**config.mk**
```make
export PLATFORM = sky130hd
export DESIGN_NAME = unum4_div_radix
export DESIGN_NICKNAME = d
export VERILOG_FILES = /design/src/rtl/unum4_div_radix.sv
export SDC_FILE = /design/constraint.sdc
export NUM_CORES = 1
export LEC_CHECK = 0
export ABC_AREA = 0
export CELL_PAD_IN_SITES_DETAIL_PLACEMENT = 1
export CELL_PAD_IN_SITES_GLOBAL_PLACEMENT = 1
export CORE_AREA = 4 4 174 176
export CTS_CLUSTER_DIAMETER = 150
export CTS_CLUSTER_SIZE = 16
export DETAILED_ROUTE_END_ITERATION = 16
export DIE_AREA = 0 0 178 180
export HOLD_SLACK_MARGIN = 0.12
export PLACE_DENSITY = 0.83
export SYNTH_ARGS = -nofsm -noshare
export SYNTH_HDL_FRONTEND = slang
export SYNTH_SLANG_ARGS = --single-unit
```
**constraint.sdc**
```tcl
create_clock -name clk -period 9 [get_ports clk]
set_input_delay 1.8 -clock clk [delete_from_list [all_inputs] [get_ports clk]]
set_output_delay 1.8 -clock clk [all_outputs]
set_load 0.02 [all_outputs]
```
**src/rtl/unum4_div_radix.sv**
```systemverilog
// Multi-cycle restoring integer divider (signed/unsigned) retiring BITS_PER_CYCLE quotient bits per cycle.
// Optional divide-by-zero / overflow flag outputs enabled by defining UNUM4_DIV_EXC_FLAG_EN.
module unum4_div_radix #(
  parameter int DATA_W         = 32,
  parameter int BITS_PER_CYCLE = 1
) (
  input  logic              clk,
  input  logic              rst,
  input  logic              in_valid,
  output logic              in_ready,
  input  logic              sign,
  input  logic [DATA_W-1:0] dividend,
  input  logic [DATA_W-1:0] divisor,
  output logic              out_valid,
  input  logic              out_ready,
  output logic [DATA_W-1:0] quotient,
  output logic [DATA_W-1:0] remainder
`ifdef UNUM4_DIV_EXC_FLAG_EN
  ,
  output logic              out_dbz,
  output logic              out_ovf
`endif
);

  localparam int N     = DATA_W / BITS_PER_CYCLE;
  localparam int CNT_W = (N > 1) ? $clog2(N) : 1;

  typedef enum logic [2:0] {
    S_IDLE,
    S_ABS,
    S_ITER,
    S_FIX,
    S_DONE
  } state_t;

  state_t r_state;
  state_t w_state_nxt;

  logic [DATA_W-1:0] r_dvd;
  logic [DATA_W-1:0] r_dvs;
  logic [DATA_W-1:0] r_rem;
  logic [DATA_W-1:0] r_quo;
  logic              r_dvd_neg;
  logic              r_dvs_neg;
  logic [CNT_W-1:0]  r_cnt;
  logic [DATA_W-1:0] r_quotient;
  logic [DATA_W-1:0] r_remainder;

  logic [DATA_W-1:0] w_rem_nxt;
  logic [DATA_W-1:0] w_quo_nxt;
  logic [DATA_W:0]   w_trial;
  logic              w_accept;

  assign w_accept  = in_valid && (r_state == S_IDLE);
  assign in_ready  = (r_state == S_IDLE);
  assign out_valid = (r_state == S_DONE);
  assign quotient  = r_quotient;
  assign remainder = r_remainder;

  always_ff @(posedge clk or posedge rst) begin
    if (rst) r_state <= S_IDLE;
    else     r_state <= w_state_nxt;
  end

  always_comb begin
    w_state_nxt = r_state;
    unique case (r_state)
      S_IDLE:  if (in_valid) w_state_nxt = S_ABS;
      S_ABS:   w_state_nxt = S_ITER;
      S_ITER:  if (r_cnt == '0) w_state_nxt = S_FIX;
      S_FIX:   w_state_nxt = S_DONE;
      S_DONE:  if (out_ready) w_state_nxt = S_IDLE;
      default: w_state_nxt = S_IDLE;
    endcase
  end

  // Cascade of restoring steps. The trial is one bit wider than the operands:
  // since rem < divisor, its MSB is set exactly when the subtraction borrows.
  // NOTE: blocking assignments here are intentional -- each loop pass must see
  // the previous pass's result within the same combinational evaluation.
  always_comb begin
    w_rem_nxt = r_rem;
    w_quo_nxt = r_quo;
    w_trial   = '0;
    for (int k = 0; k < BITS_PER_CYCLE; k++) begin
      w_trial = {w_rem_nxt, w_quo_nxt[DATA_W-1]} - {1'b0, r_dvs};
      if (w_trial[DATA_W]) w_rem_nxt = {w_rem_nxt[DATA_W-2:0], w_quo_nxt[DATA_W-1]};
      else                 w_rem_nxt = w_trial[DATA_W-1:0];
      w_quo_nxt = {w_quo_nxt[DATA_W-2:0], ~w_trial[DATA_W]};
    end
  end

  // r_dvd keeps the raw dividend for the whole operation: the divide-by-zero
  // result returns it unchanged and the overflow check compares against it.
  // NOTE: sequential state uses non-blocking assignments only.
  always_ff @(posedge clk or posedge rst) begin
    if (rst) begin
      r_dvd       <= '0;
      r_dvs       <= '0;
      r_rem       <= '0;
      r_quo       <= '0;
      r_dvd_neg   <= 1'b0;
      r_dvs_neg   <= 1'b0;
      r_cnt       <= '0;
      r_quotient  <= '0;
      r_remainder <= '0;
    end else begin
      unique case (r_state)
        S_IDLE: begin
          if (w_accept) begin
            r_dvd     <= dividend;
            r_dvs     <= divisor;
            r_dvd_neg <= sign & dividend[DATA_W-1];
            r_dvs_neg <= sign & divisor[DATA_W-1];
          end
        end
        S_ABS: begin
          r_quo <= r_dvd_neg ? -r_dvd : r_dvd;
          r_dvs <= r_dvs_neg ? -r_dvs : r_dvs;
          r_rem <= '0;
          r_cnt <= CNT_W'(N - 1);
        end
        S_ITER: begin
          r_rem <= w_rem_nxt;
          r_quo <= w_quo_nxt;
          r_cnt <= r_cnt - CNT_W'(1);
        end
        S_FIX: begin
          if (r_dvs == '0) begin
            r_quotient  <= '1;
            r_remainder <= r_dvd;
          end else begin
            r_quotient  <= (r_dvd_neg ^ r_dvs_neg) ? -r_quo : r_quo;
            r_remainder <= r_dvd_neg ? -r_rem : r_rem;
          end
        end
        default: ;
      endcase
    end
  end

`ifdef UNUM4_DIV_EXC_FLAG_EN
  logic r_sign;
  logic r_dbz;
  logic r_ovf;

  assign out_dbz = r_dbz;
  assign out_ovf = r_ovf;

  // At FIX r_dvs holds the divisor magnitude, so magnitude 1 with a negative
  // sign identifies an original divisor of -1.
  always_ff @(posedge clk or posedge rst) begin
    if (rst) begin
      r_sign <= 1'b0;
      r_dbz  <= 1'b0;
      r_ovf  <= 1'b0;
    end else if (w_accept) begin
      r_sign <= sign;
      r_dbz  <= 1'b0;
      r_ovf  <= 1'b0;
    end else if (r_state == S_FIX) begin
      r_dbz <= (r_dvs == '0);
      r_ovf <= r_sign && (r_dvd == {1'b1, {(DATA_W-1){1'b0}}})
               && r_dvs_neg && (r_dvs == DATA_W'(1));
    end
  end
`endif

endmodule

```
==> metrics <==
H-tree depth=1; top_reg_cell synth=dfrtp_1; Hold Buf Count CTS=0; Final setup viols=0; register bit count reported by yosys=about 200; Post-Synth XOR/XNOR Area=under 10%; period utilization=46.50%; vias in the first global route=between 10k and 15k; fin nets=1629; worst min path class=reg -> reg; DRC viols=0; Least-Margin Pin Slew=about 1.2 ns; number of gates resized after CTS=0; Die Footprint=0.03204 mm2; Area growth, synth to finish=16.49%; setup repair bufs after CTS=0; Fillers=~3.3k; fin crit period=4.185 ns; total chip power=between 6000 and 7000 uW; post-synthesis async set-or-reset flop share=100.0%; Buf+Inv Stages, Crit Path=2; proportion of synthesized area in mux cells=4.845%; most numerous cell in the Yosys netlist=dfrtp_1; CP max FO=38; largest net degree at the start of global routing=about 130; most used cell, CP=a21o_1; max incr delay on CP=0.57 ns; Final Wtd Congestion=between 0.8 and 0.9; status=finished clean; worst path cell trace=inv_1 > ha_1 > fa_1 > nand2b_1 > a21o_1 > a31oi_1 > a21o_1 > a311oi_2 > o31ai_1 > xor2_4 > buf_4 > nand2_1 > o221ai_1; row count=62; share of cells above drive strength 1=6.377%; Post-Syn Nets=roughly 1.6k; Root Buffer=clkbuf_16; Die Y=180 um; Startpoint Class=flop; Post-Synth Adder-Cell Area=3.948%; Skew-Pair Late Insertion Delay=between 0.4 and 0.5 ns; Worst VDD drop=between 0.15 and 0.2 mV; MaxCap Viol Count=0; post-DP HPWL=about 28000 um; Ports=roughly 140; cell taking the most area after synthesis=dfrtp_1; clock skew=between 0.02 and 0.025 ns; Synth Instances=about 1.4k; DP Cell Count=around 1.9k; Netlist Area Pre-Place=around 0.013 mm2; Hold Vio Cnt, Final=0; wire per inst=about 20 um; Mean Syn Cell Area=8.704 um2; initial antenna violation count=0; synth unique cells=73; antenna viol nets, final=0; post-synthesis sequential area ratio=roughly two fifths; Total GRT Usage=between 20% and 30%; number of synthesized flops with an enable pin=0; PD cells=between 400 and 500 mW/mm2; Pleak=between 0.006 and 0.007 uW; top post-synthesis cells by area=dfrtp_1 (40%), o21ai_0 (6.1%), xor2_1 (4.9%); Critical Path End Type=flop; Ant. Diodes=0; Slew HR=between 20% and 30%; slowest CP cell=o31ai_1; total routed wirelength=38350 um; Commonest cells post-synth=dfrtp_1 (202), o21ai_0 (154), nand2_1 (144); Clock Path Buffers=3; CTS tree=yes; simple-gate portion of the synthesized area=approximately 16%; initial drt markers=just over 600; DR vias/cell=5.867; CP required=9.40 ns; Final Max Tran Viols=0; CP Class=reg -> reg; buffers added on ports=between 100 and 150; Synth warnings=0; Compound-Gate Fraction of Synth Area=~22%; unrepaired setup endpoints after global routing=no; grt total ovfl=0; chip width=around 180 um; CP delay by family, top=compound AO/OA/AOI/OAI gates; placeable core region=roughly 0.029 mm2; Data arrival, critical path=between 4 and 5 ns; DR pass1 iterations=5; CTS buffer count=16; Clock Pin Slew Worst Setup and Hold Paths=around 0.080 ns; DR vias=11.18k; Clock Sink Count=202; Synth top area share=between 40 and 50%; setup TNS=0 ns; Starting Density=a little over two fifths; fin util=51.08%; Peak Freq=~0.24 GHz; non-filler cells, final=around 1.9k; first-pass GRT wire length=63050 um; largest family of logic cells by synthesized area=compound AO/OA/AOI/OAI gates
## report_power, final
part	switching, uW	leakage [uW]	internal, uW
Combinational	2160	0.00341	1550
Sequential	545	0.00247	1330
Clock	334	0.000214	337
Total	3040	0.00610	3220
## registers in the layout, indices dropped and copies added, names as in the netlist
name / cells
quotient: 32
r_dvd: 32
r_dvs: 32
r_quo: 32
r_rem: 32
remainder: 32
r_cnt: 5
r_state: 3
r_dvd_neg: 1
r_dvs_neg: 1
## cell usage in the layout, fill, tap and decap left out, types with 8 or more instances in the layout
cell type        count
dfrtp_1            202
o21ai_0            154
nand2_1            144
clkdlybuf4s50_1    134
nor2_1             113
a21oi_1             96
xor2_1              69
inv_1               61
a31oi_1             47
xnor2_1             45
nor3_1              39
a22oi_1             39
ha_1                38
mux2_2              30
mux2i_1             27
o22ai_1             26
nand3_1             21
o31ai_1             18
clkbuf_16           17
a21o_1              13
nand4_1             11
buf_4               11
or4_1                9
or3_1                9
o21ai_1              9
a211oi_1             9
o41ai_1              8
## worst reg2reg max path: cells and delay by family (launching register included)
kind / cells / cell delay (ns)
simple gates: 2 / 0.55
fa+ha+maj: 2 / 0.65
compound gates: 6 / 1.73
xor+xnor: 1 / 0.16
buf+inv: 2 / 0.61
flops: 1 / 0.41
## cell type report
class,instances,area (um2),area share (%)
Inverter,63,244.0,1.669
Timing Repair Buffer,145,1424,9.739
Sequential cell,202,5055,34.57
Tap cell,384,480.5,3.286
Clock buffer,17,425.4,2.910
Multi-Input combinational cell,1093,6983,47.76
Clock inverter,1,8.758,0.05991
## stage by stage
step / hold slack [ns] / setup slack (ns) / area [um2]
floorplan: 0.4574 / 1.689 / 12550
global placement: 0.4661 / 4.861 / 14190
detailed placement: 0.4778 / 4.806 / 14190
CTS: 0.4938 / 4.788 / 14620
global route: 0.5015 / 4.577 / 14620
finish: 0.4884 / 4.815 / 14620
## layer usage
metal / GRT usage [%] / vias to the layer above / share of wire, %
li1: - / 5335 / -
met1: 32.38 / 5573 / 46
met2: 41.15 / 223 / 49
met3: 2.689 / 45 / 3.6
met4: 4.517 / 0 / 1.8
met5: 0 / - / 0
## cells by family after synthesis
group | Yosys count
compound gates | 466
simple gates | 416
flops | 202
buf+inv | 147
xor+xnor | 115
mux | 57
fa+ha+maj | 39
## final timing paths
check,start,endpoint,slack [ns],depth (start not counted)
hold reg to reg,remainder[22],remainder[22],0.49,2
min in group asynchronous,rst,r_quo[4],1.87,2
setup / recovery,r_quo[31],r_rem[31],4.81,13
setup reg to reg,r_quo[31],r_rem[31],4.81,13
hold / removal,remainder[22],remainder[22],0.49,2
max in group asynchronous,rst,r_dvd[1],5.63,3
(Power assumes the default switching activity.)
